==> src/rtl/mac16_pipe_acc.sv <==
// Pipelined multiply-accumulate: optional input and product registers feed an
// accumulator register P with clear, valid tracking, global stall and sticky overflow.
module mac16_pipe_acc #(
    parameter int AW     = 16,
    parameter int BW     = 16,
    parameter int ACCW   = 32,
    parameter int INREG  = 1,
    parameter int MREG   = 1,
    parameter int SIGNED = 0,
    parameter int ACC    = 1
) (
    input  logic            clk,
    input  logic            rst_n,
    input  logic            ce,
    input  logic            in_valid,
    input  logic            acc_clear,
    input  logic [AW-1:0]   A,
    input  logic [BW-1:0]   B,
    output logic [ACCW-1:0] P,
    output logic            out_valid,
    output logic            ovf
);

    localparam int PW = AW + BW;

    // Handshake: no backpressure. A sample is taken on every edge with ce=1 and
    // in_valid=1; out_valid marks the edges on which P was loaded by such a sample.
    // ce=0 freezes every register, so in-flight samples simply wait.

    logic [AW-1:0]   a_s;
    logic [BW-1:0]   b_s;
    logic            v_s, c_s;
    logic [ACCW-1:0] prod_x;
    logic [ACCW-1:0] m_p;
    logic            m_v, m_c;
    logic [ACCW:0]   sum;
    logic            add_ovf;

    generate
        if (INREG != 0) begin : g_in_reg
            always_ff @(posedge clk or negedge rst_n) begin
                if (!rst_n) begin
                    a_s <= '0;
                    b_s <= '0;
                    v_s <= 1'b0;
                    c_s <= 1'b0;
                end else if (ce) begin
                    a_s <= A;
                    b_s <= B;
                    v_s <= in_valid;
                    c_s <= acc_clear;
                end
            end
        end else begin : g_in_pass
            always_comb begin
                a_s = A;
                b_s = B;
                v_s = in_valid;
                c_s = acc_clear;
            end
        end
    endgenerate

    // Operands are widened to the full product width before multiplying so the
    // product is never truncated to the wider operand's width.
    generate
        if (SIGNED != 0) begin : g_mul_s
            logic signed [PW-1:0] prod_s;
            always_comb begin
                prod_s = PW'($signed(a_s)) * PW'($signed(b_s));
                prod_x = ACCW'(prod_s);
            end
        end else begin : g_mul_u
            logic [PW-1:0] prod_u;
            always_comb begin
                prod_u = PW'(a_s) * PW'(b_s);
                prod_x = ACCW'(prod_u);
            end
        end
    endgenerate

    generate
        if (MREG != 0) begin : g_m_reg
            always_ff @(posedge clk or negedge rst_n) begin
                if (!rst_n) begin
                    m_p <= '0;
                    m_v <= 1'b0;
                    m_c <= 1'b0;
                end else if (ce) begin
                    m_p <= prod_x;
                    m_v <= v_s;
                    m_c <= c_s;
                end
            end
        end else begin : g_m_pass
            always_comb begin
                m_p = prod_x;
                m_v = v_s;
                m_c = c_s;
            end
        end
    endgenerate

    always_comb begin
        sum     = {1'b0, P} + {1'b0, m_p};
        add_ovf = 1'b0;
        if (SIGNED != 0)
            add_ovf = (P[ACCW-1] == m_p[ACCW-1]) && (sum[ACCW-1] != P[ACCW-1]);
        else
            add_ovf = sum[ACCW];
    end

    always_ff @(posedge clk or negedge rst_n) begin
        if (!rst_n) begin
            P         <= '0;
            out_valid <= 1'b0;
            ovf       <= 1'b0;
        end else if (ce) begin
            out_valid <= m_v;
            if (m_v) begin
                if (ACC == 0 || m_c) begin
                    P   <= m_p;
                    ovf <= 1'b0;
                end else begin
                    P <= sum[ACCW-1:0];
                    if (add_ovf)
                        ovf <= 1'b1;
                end
            end
        end
    end

endmodule

==> config.mk <==
export PLATFORM = sky130hd
export DESIGN_NAME = mac16_pipe_acc
export DESIGN_NICKNAME = d
export VERILOG_FILES = /design/src/rtl/mac16_pipe_acc.sv
export SDC_FILE = /design/constraint.sdc
export NUM_CORES = 1
export LEC_CHECK = 0
export CAP_MARGIN = 20
export CORE_ASPECT_RATIO = 0.8
export CORE_MARGIN = 8
export CORE_UTILIZATION = 29
export DETAILED_ROUTE_END_ITERATION = 12
export GPL_TIMING_DRIVEN = 0
export HOLD_SLACK_MARGIN = 0.15
export PLACE_DENSITY = 0.5
export SLEW_MARGIN = 20
export SYNTH_ARGS = -nofsm -noshare
export SYNTH_HDL_FRONTEND = slang
export SYNTH_SLANG_ARGS = --single-unit
==> constraint.sdc <==
create_clock -name clk -period 7.44 [get_ports clk]
set_clock_uncertainty 0.05 [all_clocks]
set_input_delay 1.488 -clock clk [delete_from_list [all_inputs] [get_ports clk]]
set_output_delay 1.488 -clock clk [all_outputs]
set_load 0.02 [all_outputs]
After elaboration in Yosys (flattened, before gate mapping)
Cells that the tools add are included.
- register bits: 102
- reductions and logical operators: 3
- add/subtract/negate cells: 1
- muxes and demuxes: 3
- multipliers: 1
- operators by type and width (cell ; number):
    32-bit by 32-bit adder with 33-bit output ; 1
    16-bit by 16-bit multiplier with 32-bit output ; 1
    32-bit two-way mux ; 1
    3-bit AND reduction ; 1
    1-bit two-way mux ; 2
    2-bit AND reduction ; 1
    2-bit nonzero test ; 1

Logic depth before layout (Yosys ltp)
- depth in word-level cells: 3
- mapped depth: 25

Least setup slack after synthesis
Ideal clock, no wire load.
- path type: register to register
- start point: reg b_s[9]
- end point: reg m_p[31]
- setup time: 0.136 ns
- period minus slack after synthesis: 6.018 ns
- slack: 1.422 ns
- required time: 7.254 ns
- arrival: 5.832 ns
- cell stages (with the launch flop): 26
- cells stage by stage: dfrtp_1 > clkbuf_1 > clkbuf_1 > nand2_1 > fa_1 > inv_1 > fa_1 > inv_1 > fa_1 > inv_1 > fa_1 > fa_1 > inv_1 > fa_1 > inv_1 > ha_1 > clkbuf_1 > a21o_1 > a21o_1 > a21oi_1 > or2_2 > o311ai_4 > a31o_1 > a221oi_2 > xnor2_1 > a21oi_1
- longest elaborated chain between the ends: 1
- ends and longest elaborated chain (element ; RTL line ; source):
    from (decl) ; 31 ; logic [BW-1:0] b_s;
    from (signal assigned) ; 44 ; b_s <= '0;
    from (signal assigned) ; 49 ; b_s <= B;
    16-bit by 16-bit multiplier with 32-bit output ; 76 ; prod_u = PW'(a_s) * PW'(b_s);
    to (signal assigned) ; 90 ; m_p <= prod_x;
    to (decl) ; 34 ; logic [ACCW-1:0] m_p;
Every way passes these cells.
A chain may end at the register's enable or synchronous reset.

Final worst setup path
- start point: reg a_s[10]
- end point: reg m_p[30]
- longest elaborated chain between the ends: 1
- ends and longest elaborated chain (element ; RTL line ; source):
    from (decl) ; 30 ; logic [AW-1:0] a_s;
    from (signal assigned) ; 43 ; a_s <= '0;
    from (signal assigned) ; 48 ; a_s <= A;
    16-bit by 16-bit multiplier with 32-bit output ; 76 ;
Every way passes these cells.

==> impl_metrics.tcl <==
set metrics [dict create \
    reg2reg_to "m_p[30]$_DFFE_PN0P_" \
    path_class "flip-flop to flip-flop" \
    status "completed" \
    synth_edf_count 0 \
    cts_buffers 9 \
    drc 0 \
    crit_path_frequent_cell "fa_1" \
    path_max_fanout 10 \
    ys_seq_area_share_pct 18.1 \
    fin_setup_tns_ns 0 \
    io_buffers 69 \
    drtIter0Drc 683 \
    grt_max_degree 75 \
    crit_path_max_incr_delay_ns 0.85 \
    ios 71 \
    layout_min_cycle_time_ns 7.05 \
    grt_antenna_before_repair 1 \
    start_util_pct 29.3 \
    slowest_stage "nor4_1" \
    rows 72 \
    whs_endpoint "m_v$_DFFE_PN0P_" \
    dr.pass1.iters 5 \
    gp_congestion 0.894 \
    clk_path_buf_depth 2 \
    cts_root_buffer "clkbuf_16" \
    hold_viol 0 \
    grt_setup_unrepaired "false" \
    final_nets 1971 \
    syn_area_um2 14100 \
    ant_nets 0 \
    hpwl_um 32400 \
    cts_tree "yes" \
    cp-end-kind "flip-flop" \
    synth.avg_cell_area_um2 9.25 \
    worstReg2RegStart "a_s[10]$_DFFE_PN0P_" \
    cts_max_level 3 \
    ys_types 56 \
    die_x_um 262 \
    final_cell_mix "243 x inv_1, 195 x fa_1, 192 x nand2_1, 136 x ha_1, 120 x and2_1" \
    wl_per_cell_um 17.5 \
    required_ns 7.66 \
    mostFrequentLayoutCell "inv_1" \
    post_cts_buffers 0 \
    worst_slew_margin_rel_pct 36.5 \
    yosys_warnings 0 \
    die-area_um2 55900 \
    cts_resized 0 \
    min_from "v_s$_DFFE_PN0P_" \
    fin_crit_sh_pct 94.8 \
    grt_overflow 0 \
    core_area_um2 48100 \
    via_count 10800 \
    die_y_um 213 \
    grt_pass1_wl_um 62600 \
    syn_inst 1522 \
    syn-num-nets 1890 \
    slew_viol_final 0 \
    arrival_ns 7.27 \
    cp-start-kind "flip-flop" \
    grt_pass1_vias 11000 \
    clk_pin_slew_worst_paths_ns 0.08 \
    report.final.setup_viol 0 \
    path_cells "clkbuf_1 > nand2_1 > fa_1 > fa_1 > fa_1 > fa_1 > inv_1 > fa_1 > inv_1 > fa_1 > inv_1 > ha_1 > nand3_1 > nor4_1 > o31ai_2 > a31oi_1 > o21bai_1 > a21o_1 > a31o_2" \
    clock-sinks 102 \
    synthArstFlopShare_pct 100 \
    syn_to_final_growth_pct 12.9 \
    worstMarginPinSlew_ns 0.944 \
    grt_use_total_pct 14.3 \
    crit_buf_inv 4 \
    reg2reg_depth 19 \
    fmax_mhz 142 \
    postCtsHoldBufs 0 \
    via_per_inst 4.81 \
    insertion_delay_ns 0.38 \
    ff2ff_setup_slack_ns 0.39 \
    n_antenna_cell 0 \
    hold_class "flip-flop to flip-flop" \
    synth-seq-cells 102 \
    cp_top_family "adder cells" \
    drive_above_1_share_pct 5.53 \
    cap_violations 0 \
    synth-main-ff-cell "dfrtp_1" \
    wl_um 39000 \
    holdWs_ns 0.466 \
    hold_depth 1 \
]
layout make-up:
type                            instances  area (um^2)
Sequential cell                       102         2550
Fill cell                            5035        32200
Clock buffer                           12          267
Multi-Input combinational cell       1108        10400
Buffer                                 69          259
Timing Repair Buffer                   70          719
Clock inverter                          4         37.5
Tap cell                              629          787
Inverter                              243          912
worst register-to-register path, cell delays in order (launching register included):
cell,delay (ns)
dfrtp_1,0.60
clkbuf_1,0.57
nand2_1,0.17
fa_1,0.54
fa_1,0.58
fa_1,0.47
fa_1,0.55
inv_1,0.05
fa_1,0.47
inv_1,0.05
fa_1,0.47
inv_1,0.05
ha_1,0.33
nand3_1,0.15
nor4_1,0.85
o31ai_2,0.20
a31oi_1,0.28
o21bai_1,0.12
a21o_1,0.19
a31o_2,0.23
cells in the mapped netlist (all sizes together) (3+ instances only):
cell type	instances	area share, %
a211oi	8	0.50
a21o	30	1.6
a21oi	84	3.0
a31o	3	0.19
a31oi	8	0.40
and2	120	5.3
and3	10	0.44
clkbuf	67	1.8
dfrtp	102	18
fa	195	28
ha	136	12
inv	243	6.5
mux2	59	4.7
mux2i	10	0.71
nand2	192	5.1
nand2b	6	0.27
nand3	20	0.71
nand4	9	0.40
nor2	38	1.0
nor2b	5	0.22
nor3	9	0.32
o211ai	7	0.37
o21a	9	0.48
o21ai	51	1.8
o21bai	14	0.75
o22ai	3	0.13
o31a	4	0.25
o31ai	4	0.25
xnor2	37	2.3
xor2	11	0.68
kinds of logic after synthesis:
family / after synthesis / synth area share [%]
simple gates: 424 / 14.6
fa+ha+maj: 331 / 39.8
buf+inv: 312 / 8.32
compound gates: 236 / 10.7
flops: 102 / 18.1
mux: 69 / 5.43
xor+xnor: 48 / 2.99
sequential cells by signal (all words and copies together) (netlist names):
| name | cells |
|---|---|
| b_s | 16 |
| m_p | 32 |
| a_s | 16 |
| ovf | 1 |
| m_c | 1 |
| c_s | 1 |
| out_valid | 1 |
| m_v | 1 |
| P | 32 |
| v_s | 1 |
stage by stage:
stage / setup slack (ns) / utilization (%) / std cells / instance area, um^2
floorplan: 1.42 / - / 1522 / 14100
global placement: 0.492 / 32.3 / 2220 / 15600
detailed placement: 0.493 / 32.4 / 2221 / 15600
CTS: 0.448 / 33.0 / 2237 / 15900
global route: 0.0540 / 33.0 / 2237 / 15900
finish: 0.391 / 33.0 / 2237 / 15900
worst max-delay path by stage:
stage                                endpoint                start  depth (start not counted)  slack (ns)
after floorplan           m_p[31]$_DFFE_PN0P_   b_s[9]$_DFFE_PN0P_                         25        1.42
after global placement    b_s[14]$_DFFE_PN0P_                rst_n                          1        0.49
after detailed placement  m_p[30]$_DFFE_PN0P_  a_s[10]$_DFFE_PN0P_                         19        0.49
after CTS                 m_p[30]$_DFFE_PN0P_  a_s[10]$_DFFE_PN0P_                         19        0.45
after global routing      m_p[26]$_DFFE_PN0P_   a_s[9]$_DFFE_PN0P_                         19        0.05
final                     m_p[30]$_DFFE_PN0P_  a_s[10]$_DFFE_PN0P_                         19        0.39
routing by layer:
layer  vias to the layer above  part of all wire [%]  global-route usage, %
met5                         -                     0                      0
met4                         0                   1.6                   3.14
met3                        33                   5.3                   2.81
met2                       259                    45                   22.4
met1                      5419                    48                   20.3
li1                       5040                     -                      -
Power is not shown: default switching activity piles up to over one toggle a cycle in this logic, so the estimate is an artifact.
